===== src/rtl/rtc_bus_pkg.sv =====
// Shared definitions for the RTC multiplexed-bus read cycle: the FSM states,
// the default phase lengths and the width of the phase counter.
package rtc_bus_pkg;

  localparam int CNT_W      = 4;
  localparam int T_ADDR_DEF = 4;
  localparam int T_GAP_DEF  = 2;
  localparam int T_RD_DEF   = 4;

  typedef enum logic [2:0] {
    IDLE,
    ADDR,
    GAP,
    READ,
    DONE
  } state_t;

endpackage


===== src/rtl/rtc_bus_reader_if.sv =====
// Multiplexed address/data bus and strobes between the reader and the RTC pad ring.
// The tristate pad itself lives outside the reader and resolves bus_out/bus_oe into bus_in.
interface rtc_bus_reader_if;

  logic [7:0] bus_in;
  logic [7:0] bus_out;
  logic       bus_oe;
  logic       cs_n;
  logic       ad_n;
  logic       rd_n;
  logic       wr_n;

  modport master (
    input  bus_in,
    output bus_out, bus_oe, cs_n, ad_n, rd_n, wr_n
  );

  modport slave (
    output bus_in,
    input  bus_out, bus_oe, cs_n, ad_n, rd_n, wr_n
  );

endinterface


===== src/rtl/rtc_bus_timer.sv =====
// Loadable down-counter that times each bus phase; zero marks the last cycle of a phase.
module rtc_bus_timer
  import rtc_bus_pkg::*;
(
  input  logic             clk,
  input  logic             rst_n,
  input  logic             load,
  input  logic [CNT_W-1:0] load_val,
  output logic             zero
);

  logic [CNT_W-1:0] count;

  // A load takes priority; otherwise the counter stops once it reaches zero.
  always_ff @(posedge clk or negedge rst_n) begin
    if (!rst_n) begin
      count <= '0;
    end else if (load) begin
      count <= load_val;
    end else if (count != '0) begin
      count <= count - CNT_W'(1);
    end
  end

  assign zero = (count == '0);

endmodule


===== src/rtl/rtc_bus_reader.sv =====
// Read-only sequencer for a multiplexed-bus RTC: address phase, turnaround, read strobe, done pulse.
// Optional macro RTC_RD_CLEAR_EN adds a synchronous 'clear' input that zeroes data_out.
module rtc_bus_reader
  import rtc_bus_pkg::*;
#(
  parameter int T_ADDR = T_ADDR_DEF,
  parameter int T_GAP  = T_GAP_DEF,
  parameter int T_RD   = T_RD_DEF
) (
  input  logic             clk,
  input  logic             rst_n,
  input  logic             start,
  input  logic [7:0]       addr,
`ifdef RTC_RD_CLEAR_EN
  input  logic             clear,
`endif
  rtc_bus_reader_if.master bus,
  output logic             busy,
  output logic             done,
  output logic [7:0]       data_out
);

  localparam logic [CNT_W-1:0] LD_ADDR = CNT_W'(T_ADDR - 1);
  localparam logic [CNT_W-1:0] LD_GAP  = CNT_W'(T_GAP - 1);
  localparam logic [CNT_W-1:0] LD_RD   = CNT_W'(T_RD - 1);

  state_t           state;
  state_t           state_nxt;
  logic             tmr_load;
  logic [CNT_W-1:0] tmr_val;
  logic             tmr_zero;
  logic             sample;
  logic [7:0]       addr_q;

  rtc_bus_timer u_timer (
    .clk      (clk),
    .rst_n    (rst_n),
    .load     (tmr_load),
    .load_val (tmr_val),
    .zero     (tmr_zero)
  );

  always_ff @(posedge clk or negedge rst_n) begin
    if (!rst_n) begin
      state <= IDLE;
    end else begin
      state <= state_nxt;
    end
  end

  // Each phase entry reloads the shared timer with its length minus one.
  always_comb begin
    state_nxt = state;
    tmr_load  = 1'b0;
    tmr_val   = '0;
    sample    = 1'b0;
    case (state)
      IDLE: begin
        if (start) begin
          state_nxt = ADDR;
          tmr_load  = 1'b1;
          tmr_val   = LD_ADDR;
        end
      end
      ADDR: begin
        if (tmr_zero) begin
          state_nxt = GAP;
          tmr_load  = 1'b1;
          tmr_val   = LD_GAP;
        end
      end
      GAP: begin
        if (tmr_zero) begin
          state_nxt = READ;
          tmr_load  = 1'b1;
          tmr_val   = LD_RD;
        end
      end
      READ: begin
        if (tmr_zero) begin
          state_nxt = DONE;
          sample    = 1'b1;
        end
      end
      DONE: begin
        state_nxt = IDLE;
      end
      default: begin
        state_nxt = IDLE;
      end
    endcase
  end

  always_ff @(posedge clk or negedge rst_n) begin
    if (!rst_n) begin
      addr_q <= '0;
    end else if (state == IDLE && start) begin
      addr_q <= addr;
    end
  end

  // With the clear option, a clear on the sampling edge beats the captured byte.
  always_ff @(posedge clk or negedge rst_n) begin
    if (!rst_n) begin
      data_out <= '0;
`ifdef RTC_RD_CLEAR_EN
    end else if (clear) begin
      data_out <= '0;
`endif
    end else if (sample) begin
      data_out <= bus.bus_in;
    end
  end

  always_comb begin
    bus.bus_out = '0;
    bus.bus_oe  = 1'b0;
    bus.cs_n    = 1'b1;
    bus.ad_n    = 1'b1;
    bus.rd_n    = 1'b1;
    bus.wr_n    = 1'b1;
    busy        = (state != IDLE);
    done        = 1'b0;
    case (state)
      ADDR: begin
        bus.cs_n    = 1'b0;
        bus.ad_n    = 1'b0;
        bus.bus_oe  = 1'b1;
        bus.bus_out = addr_q;
      end
      GAP: begin
        bus.cs_n = 1'b0;
      end
      READ: begin
        bus.cs_n = 1'b0;
        bus.rd_n = 1'b0;
      end
      DONE: begin
        done = 1'b1;
      end
      default: begin
      end
    endcase
  end

endmodule


===== src/flat_wrapper.sv =====
// flat-port wrapper written by rule: the top's interface ports become plain ports
module rtc_bus_reader_flat import rtc_bus_pkg::*;
#(
  parameter int T_ADDR = T_ADDR_DEF,
  parameter int T_GAP  = T_GAP_DEF,
  parameter int T_RD   = T_RD_DEF
)
  (clk, rst_n, start, addr, busy, done, data_out, bus_bus_in, bus_bus_out, bus_bus_oe, bus_cs_n, bus_ad_n, bus_rd_n, bus_wr_n);
  rtc_bus_reader_if bus_i ();
  input  logic clk;
  input  logic rst_n;
  input  logic start;
  input  logic [7:0] addr;
  output logic busy;
  output logic done;
  output logic [7:0] data_out;
  input wire logic [$bits(bus_i.bus_in)-1:0] bus_bus_in;
  output wire logic [$bits(bus_i.bus_out)-1:0] bus_bus_out;
  output wire logic [$bits(bus_i.bus_oe)-1:0] bus_bus_oe;
  output wire logic [$bits(bus_i.cs_n)-1:0] bus_cs_n;
  output wire logic [$bits(bus_i.ad_n)-1:0] bus_ad_n;
  output wire logic [$bits(bus_i.rd_n)-1:0] bus_rd_n;
  output wire logic [$bits(bus_i.wr_n)-1:0] bus_wr_n;
  assign bus_i.bus_in = bus_bus_in;
  assign bus_bus_out = bus_i.bus_out;
  assign bus_bus_oe = bus_i.bus_oe;
  assign bus_cs_n = bus_i.cs_n;
  assign bus_ad_n = bus_i.ad_n;
  assign bus_rd_n = bus_i.rd_n;
  assign bus_wr_n = bus_i.wr_n;
  rtc_bus_reader #(.T_ADDR(T_ADDR), .T_GAP(T_GAP), .T_RD(T_RD)) u_core (.clk(clk), .rst_n(rst_n), .start(start), .addr(addr), .bus(bus_i), .busy(busy), .done(done), .data_out(data_out));
endmodule

===== config.mk =====
export PLATFORM = sky130hd
export DESIGN_NAME = rtc_bus_reader_flat
export DESIGN_NICKNAME = d
export VERILOG_FILES = /design/src/rtl/rtc_bus_pkg.sv /design/src/rtl/rtc_bus_reader_if.sv /design/src/rtl/rtc_bus_timer.sv /design/src/rtl/rtc_bus_reader.sv /design/src/flat_wrapper.sv
export SDC_FILE = /design/constraint.sdc
export NUM_CORES = 1
export LEC_CHECK = 0
export BUFFER_PORTS_ARGS = -buffer_cell sky130_fd_sc_hd__clkbuf_2
export CAP_MARGIN = 20
export CORE_MARGIN = 2
export CORE_UTILIZATION = 40
export DETAILED_ROUTE_END_ITERATION = 6
export PLACE_DENSITY = 0.67
export SLEW_MARGIN = 15
export SYNTH_ARGS = -nofsm -noshare
export SYNTH_HDL_FRONTEND = slang
export SYNTH_SLANG_ARGS = --single-unit

===== constraint.sdc =====
create_clock -name clk -period 2.5 [get_ports clk]
set_clock_uncertainty 0.05 [all_clocks]
set_input_delay 0.25 -clock clk [delete_from_list [all_inputs] [get_ports clk]]
set_output_delay 0.25 -clock clk [all_outputs]
set_load 0.01 [all_outputs]

After elaboration in Yosys (flattened, before gate mapping):

Cells that the tools add are included.
W data, S select, Z words.

* flip-flop bits (word level): 23
* input port bits: 19
* output and inout bits: 23
* logic and storage cells: 43

* $add $sub $neg: 1
* equality and inequality tests: 8
* mux-type cells: 21
* reduce and logical (&&, ||, !) cells: 9

Operator list (count)
* $mux W3: 4
* $pmux W3 S4: 1
* $pmux W4 S3: 1
* $mux W1: 9
* $mux W4: 2
* $mux W8: 1
* $eq A3 B2 Y1 const B: 2
* $ne A2 B1 Y1 const B: 3
* $logic_not A4 Y1: 1
* $mux W2: 2
* $reduce_and A4 Y1: 1
* $reduce_bool A4 Y1: 1
* $sub A4 B1 Y4 const B: 1
* $eq A3 B1 Y1 const B: 1
* $eq A3 B3 Y1 const B: 1
* $logic_not A3 Y1: 1
* $reduce_bool A3 Y1: 1
* $reduce_or A3 Y1: 1
* $ne A2 B2 Y1 const B: 1
* $pmux W1 S2: 1
* $reduce_bool A2 Y1: 1
* $reduce_or A2 Y1: 1
* $logic_and A1 B1 Y1: 1

Longest topological paths before layout:

* word-level depth: 4
* depth in mapped cells: 7
* depth with buffers taken out: 6

Modules after synthesis:

From an unflattened synthesis, not the netlist that was laid out.

* cells, all modules: 90
* area total of the unflattened synthesis: 1131.1 µm²

By module, submodules not included
* rtc_bus_reader: times used 1, cells an instance 68, area each 897.1 µm², seq. area each 475.5 µm²
* rtc_bus_timer: times used 1, cells an instance 22, area each 234.0 µm², seq. area each 100.1 µm²

Least setup slack after synthesis:

No wires, ideal clock.

* path type: flip-flop to flip-flop
* start point: reg u_core.u_timer.count[0]
* end point: reg u_core.data_out[0]
* setup time: 0.125 ns
* arrival: 1.608 ns
* required time: 2.325 ns
* path slack: 0.717 ns
* stages on the path, launching flop included: 7
* buffers on the path: 1
* period minus slack after synthesis: 1.783 ns
* cells stage by stage: dfrtp_1 > inv_1 > ha_1 > or3b_1 > buf_6 > nor2_8 > mux2_2

* word-level cells in the longest chain between the ends: 3

Ends and longest elaborated chain
* from (decl): line rtc_bus_timer.sv:12 `logic [CNT_W-1:0] count;`
* from (signal assigned): line rtc_bus_timer.sv:19 `count <= load_val;`
* from (signal assigned): line rtc_bus_timer.sv:21 `count <= count - CNT_W'(1);`
* $logic_not A4 Y1: line rtc_bus_timer.sv:25 `assign zero = (count == '0);`
* $mux W1: line rtc_bus_reader.sv:80 `if (tmr_zero) begin`
* $mux W1: line rtc_bus_reader.sv:57 `case (state)`
* to (signal assigned): line rtc_bus_reader.sv:111 `data_out <= bus.bus_in;`
* to (decl): line rtc_bus_reader.sv:20 `output logic [7:0] data_out`

No other way between the ends.
A chain may end at the register's enable or synchronous reset.

Worst setup path after layout:

* start point: reg u_core.state[0]
* end point: out bus_bus_out[7]

* word-level cells in the longest chain between the ends: 2

Ends and longest elaborated chain
* from (decl): line rtc_bus_reader.sv:27 `state_t state;`
* from (signal assigned): line rtc_bus_reader.sv:47 `state <= state_nxt;`
* $eq A3 B1 Y1: line rtc_bus_reader.sv:124 `case (state)`
* $mux W8: line rtc_bus_reader.sv:124
* to (decl): line flat_wrapper.sv:18 `output wire logic [$bits(bus_i.bus_out)-1:0] bus_bus_out;`

No other way between the ends.

==> key figures <==
Outcome
  • Outcome: finished, final reports clean

Worst setup path
  • Path depth of the worst reg2reg path: 5
  • RR Endpoint: u_core.data_out[1]
  • Arr. time, crit path: ~1900 ps
  • Crit path buf inv count: 1
  • FF-to-FF setup slack: between 500 and 600 ps
  • Launching point of the worst reg2reg path: u_core.u_timer.count[0]
  • Critical Path Sink Type: primary output
  • Crit-path max cell delay: roughly 550 ps
  • Max Fanout on Critical Path: 11
  • Cell with the largest stage delay on the worst path: dfrtp_1
  • Setup crit start kind: flop
  • CP cell instances: nor2b_2, nor2b_1, and2_1, clkbuf_2
  • Critical path type: reg2out
  • CP Depth: 4
  • Worst path top cell family by delay: simple AND/OR/NAND/NOR gates
  • Crit path required time: between 2000 and 2500 ps
  • Setup crit start: u_core.state[0]
  • Critical Path End: bus_bus_out[7]

Routing
  • First-pass DRT Iterations: 2
  • DRC Markers: 0
  • Initial drt markers: 11
  • Routed Antenna Nets: 0
  • Per-cell routed wire length: ~12 um
  • Drt via density: 4.928
  • Via count: about 800
  • WL final: slightly above 2000 um

GRT
  • Met2 usage: 20.69%
  • GR Overflow Total: 0
  • GRT met3 Usage: under 10%
  • Number of global-route vias before repair: between 700 and 800
  • Grt peak-use layer: met2
  • First-pass GRT wire length: 3429 um
  • Largest net degree at the start of global routing: 24
  • Initial antenna violation count: 0
  • GR met1 Demand/Resource: between 15 and 20%
  • Total track usage: approximately 14%

Finish
  • Storage element area: about 580 um2
  • Growth of design area from synthesis to finish: 21.41%
  • Area taken by multi-input logic gates: slightly above 500 um2
  • Fillers: 242
  • Final layout net count: between 150 and 200
  • Fraction of layout cells with a size suffix above 1: 46.32%
  • Fin cells: around 170
  • Final instance area: approximately 0.0014 mm2
  • # diodes: 0
  • Final core utilization: about 50%

Yosys
  • Syn_area_per_cell: about 12 um2
  • Yosys warns: 0
  • Cell accounting for the most synthesized area: dfrtp_1
  • Syn Nets: approximately 120
  • Gate Count Post-Synth: 96
  • Cell area after synthesis: roughly 0.0011 mm2
  • EDFF count, synth: 0
  • Top post-synthesis cells by area: dfrtp_1 51%, mux2_2 14%, and2_1 4.4%
  • Post-synthesis register bit count: 23
  • Post-synthesis sequential area ratio: roughly 50%
  • Async S/R FF share, synth: 100.0%
  • Count of cell types in the netlist: 29
  • Ys flop type: dfrtp_1
  • Share of the synthesized area in the top cell type: between 50% and 60%

Clock tree
  • CTS max path bufs: 2
  • Post-CTS Setup Inserts: 0
  • Total CTS buffers: 3
  • CTS sink count: 23
  • Clock-pin transition on the worst setup and hold timing paths: about 110 ps
  • TritonCTS clock tree: yes
  • Clock latency on the worst-skew pair: roughly 300 ps
  • Clock root cell: clkbuf_4
  • H-tree levels: 1

Worst hold path
  • Worst Hold Class: in2reg

Timing
  • RSZ-0062 raised after global routing: false
  • Max frequency: approximately 460 MHz
  • Hold Violations, Final: 0
  • Final setup violation count: 0
  • Crit path time final: roughly 2200 ps
  • Slew @ Worst Pin: roughly 570 ps
  • Final worst-path cycle share: 87.08%
  • Max-slew violation count: 0
  • Total negative slack: 0 ps
  • Relative slew slack: between 60% and 70%

Power and ir drop
  • PD cells: 1236 mW/mm2
  • Leakage: about 0.7 nW
  • VDD IR max: about 690 uV
  • Final Total Pwr: roughly 0.0017 W

Die
  • Row cnt: 19
  • Starting density of the core: 41.46%
  • Die Width: approximately 57 um
  • Core area: 0.002734 mm2
  • Die area: 0.003276 mm2
  • Die H: around 57 um
  • # IOs: between 40 and 50

Place
  • Placer Congestion: about 0.86
  • Post-DP Area: between 0.001 and 0.0015 mm2
  • HPWL after DPL: 1551 um
  • Port bufs: 40
  • Placed instance count: around 160

Run
  • Maxcap violations: 0
## Yosys cell counts (2+ instances only)
master / instances
mux2_2: 14
and2_1: 8
mux2_1: 2
buf_4: 2
inv_1: 4
nand2_1: 2
xnor2_1: 2
o21ai_0: 2
nor3b_1: 2
o22a_1: 2
dfrtp_1: 23
a21oi_1: 7
nor3_1: 2
nand2b_1: 3
nor2_8: 2
nor2_1: 6
## worst register-to-register path, cell delays in order (launching register included)
cell	delay, ps
dfrtp_1	440
inv_1	70
ha_1	200
or3b_1	530
nor2_8	220
mux2_2	350
## per-stage QoR
stage	setup WS (ps)	hold WS (ps)
6_report	323.1	109.5
5_1_grt	146.9	88.74
4_1_cts	316.0	102.0
3_5_place_dp	556.5	225.3
3_3_place_gp	602.4	222.1
2_1_floorplan	717.2	-95.59
## registers in the layout (all words and copies together) (netlist names)
signal / cells
u_core.addr_q: 8
u_core.state: 3
u_core.data_out: 8
u_core.u_timer.count: 4
## kinds of logic after synthesis
| family | count (synthesis) | share of synthesized area, % |
|---|---|---|
| flip-flops | 23 | 50.77 |
| multiplexers | 16 | 15.89 |
| AND/OR/NAND/NOR | 32 | 19.87 |
| buffers and inverters | 9 | 4.303 |
| adder cells (fa/ha/maj) | 1 | 1.104 |
| XOR/XNOR | 2 | 1.546 |
| AO/OA/AOI/OAI | 12 | 6.181 |
| other | 1 | 0.3308 |
## cell usage in the layout (no fill, tap or decap), drive strengths merged
| master | netlist | final |
|---|---|---|
| or3b | 1 | 1 |
| inv | 4 | 4 |
| clkbuf | 1 | 43 |
| nor2 | 8 | 8 |
| o22a | 2 | 2 |
| nand2 | 2 | 2 |
| nor3b | 2 | 2 |
| and2 | 8 | 8 |
| a21oi | 7 | 7 |
| dlygate4sd3 | 0 | 1 |
| nor2b | 2 | 2 |
| or3 | 2 | 2 |
| nand3b | 1 | 1 |
| dfrtp | 23 | 23 |
| nor3 | 2 | 2 |
| ha | 1 | 1 |
| and4bb | 1 | 1 |
| mux2 | 16 | 16 |
| clkinv | 0 | 1 |
| o21ai | 2 | 2 |
| conb | 1 | 1 |
| o21bai | 1 | 1 |
| nand2b | 3 | 3 |
| xnor2 | 2 | 2 |
## worst min path at each step
stage                        from                 end  slack, ps  depth (start not counted)
floorplan                   rst_n    u_core.addr_q[0]       -100                          0
global placement            rst_n     u_core.state[0]        220                          1
detailed placement          rst_n     u_core.state[0]        230                          1
CTS                 bus_bus_in[4]  u_core.data_out[4]        100                          2
global route        bus_bus_in[4]  u_core.data_out[4]         90                          2
finish              bus_bus_in[4]  u_core.data_out[4]        110                          2
## timing repair
action                                 CTS  global route
endpoints found under the hold margin   23             0
resized for setup                        0             0
hold buffers                             1             0
## final cells by class
| class | count | share of cell area (%) |
|---|---|---|
| timing repair buffer | 41 | 15.27 |
| clock inverter | 1 | 0.3636 |
| sequential | 23 | 41.82 |
| multi-input combinational | 64 | 37.00 |
| clock buffer | 3 | 1.636 |
| tap | 31 | 2.818 |
| inverter | 4 | 1.091 |
## power breakdown
| part | leakage, nW | switching [W] | internal [W] | total, W |
|---|---|---|---|---|
| Sequential | 0.278 | 0.000147 | 0.000551 | 0.000699 |
| Clock | 0.0177 | 0.000104 | 0.0000596 | 0.000163 |
| Combinational | 0.402 | 0.000406 | 0.000433 | 0.000838 |
## layer usage
metal  vias to the layer above  part of all wire [%]
met3                         2                   5.8
met4                         0                   1.3
met2                        21                    48
met1                       395                    44
met5                         -                     0
li1                        405                     -
Note: power is estimated with default switching activity, not from simulation.
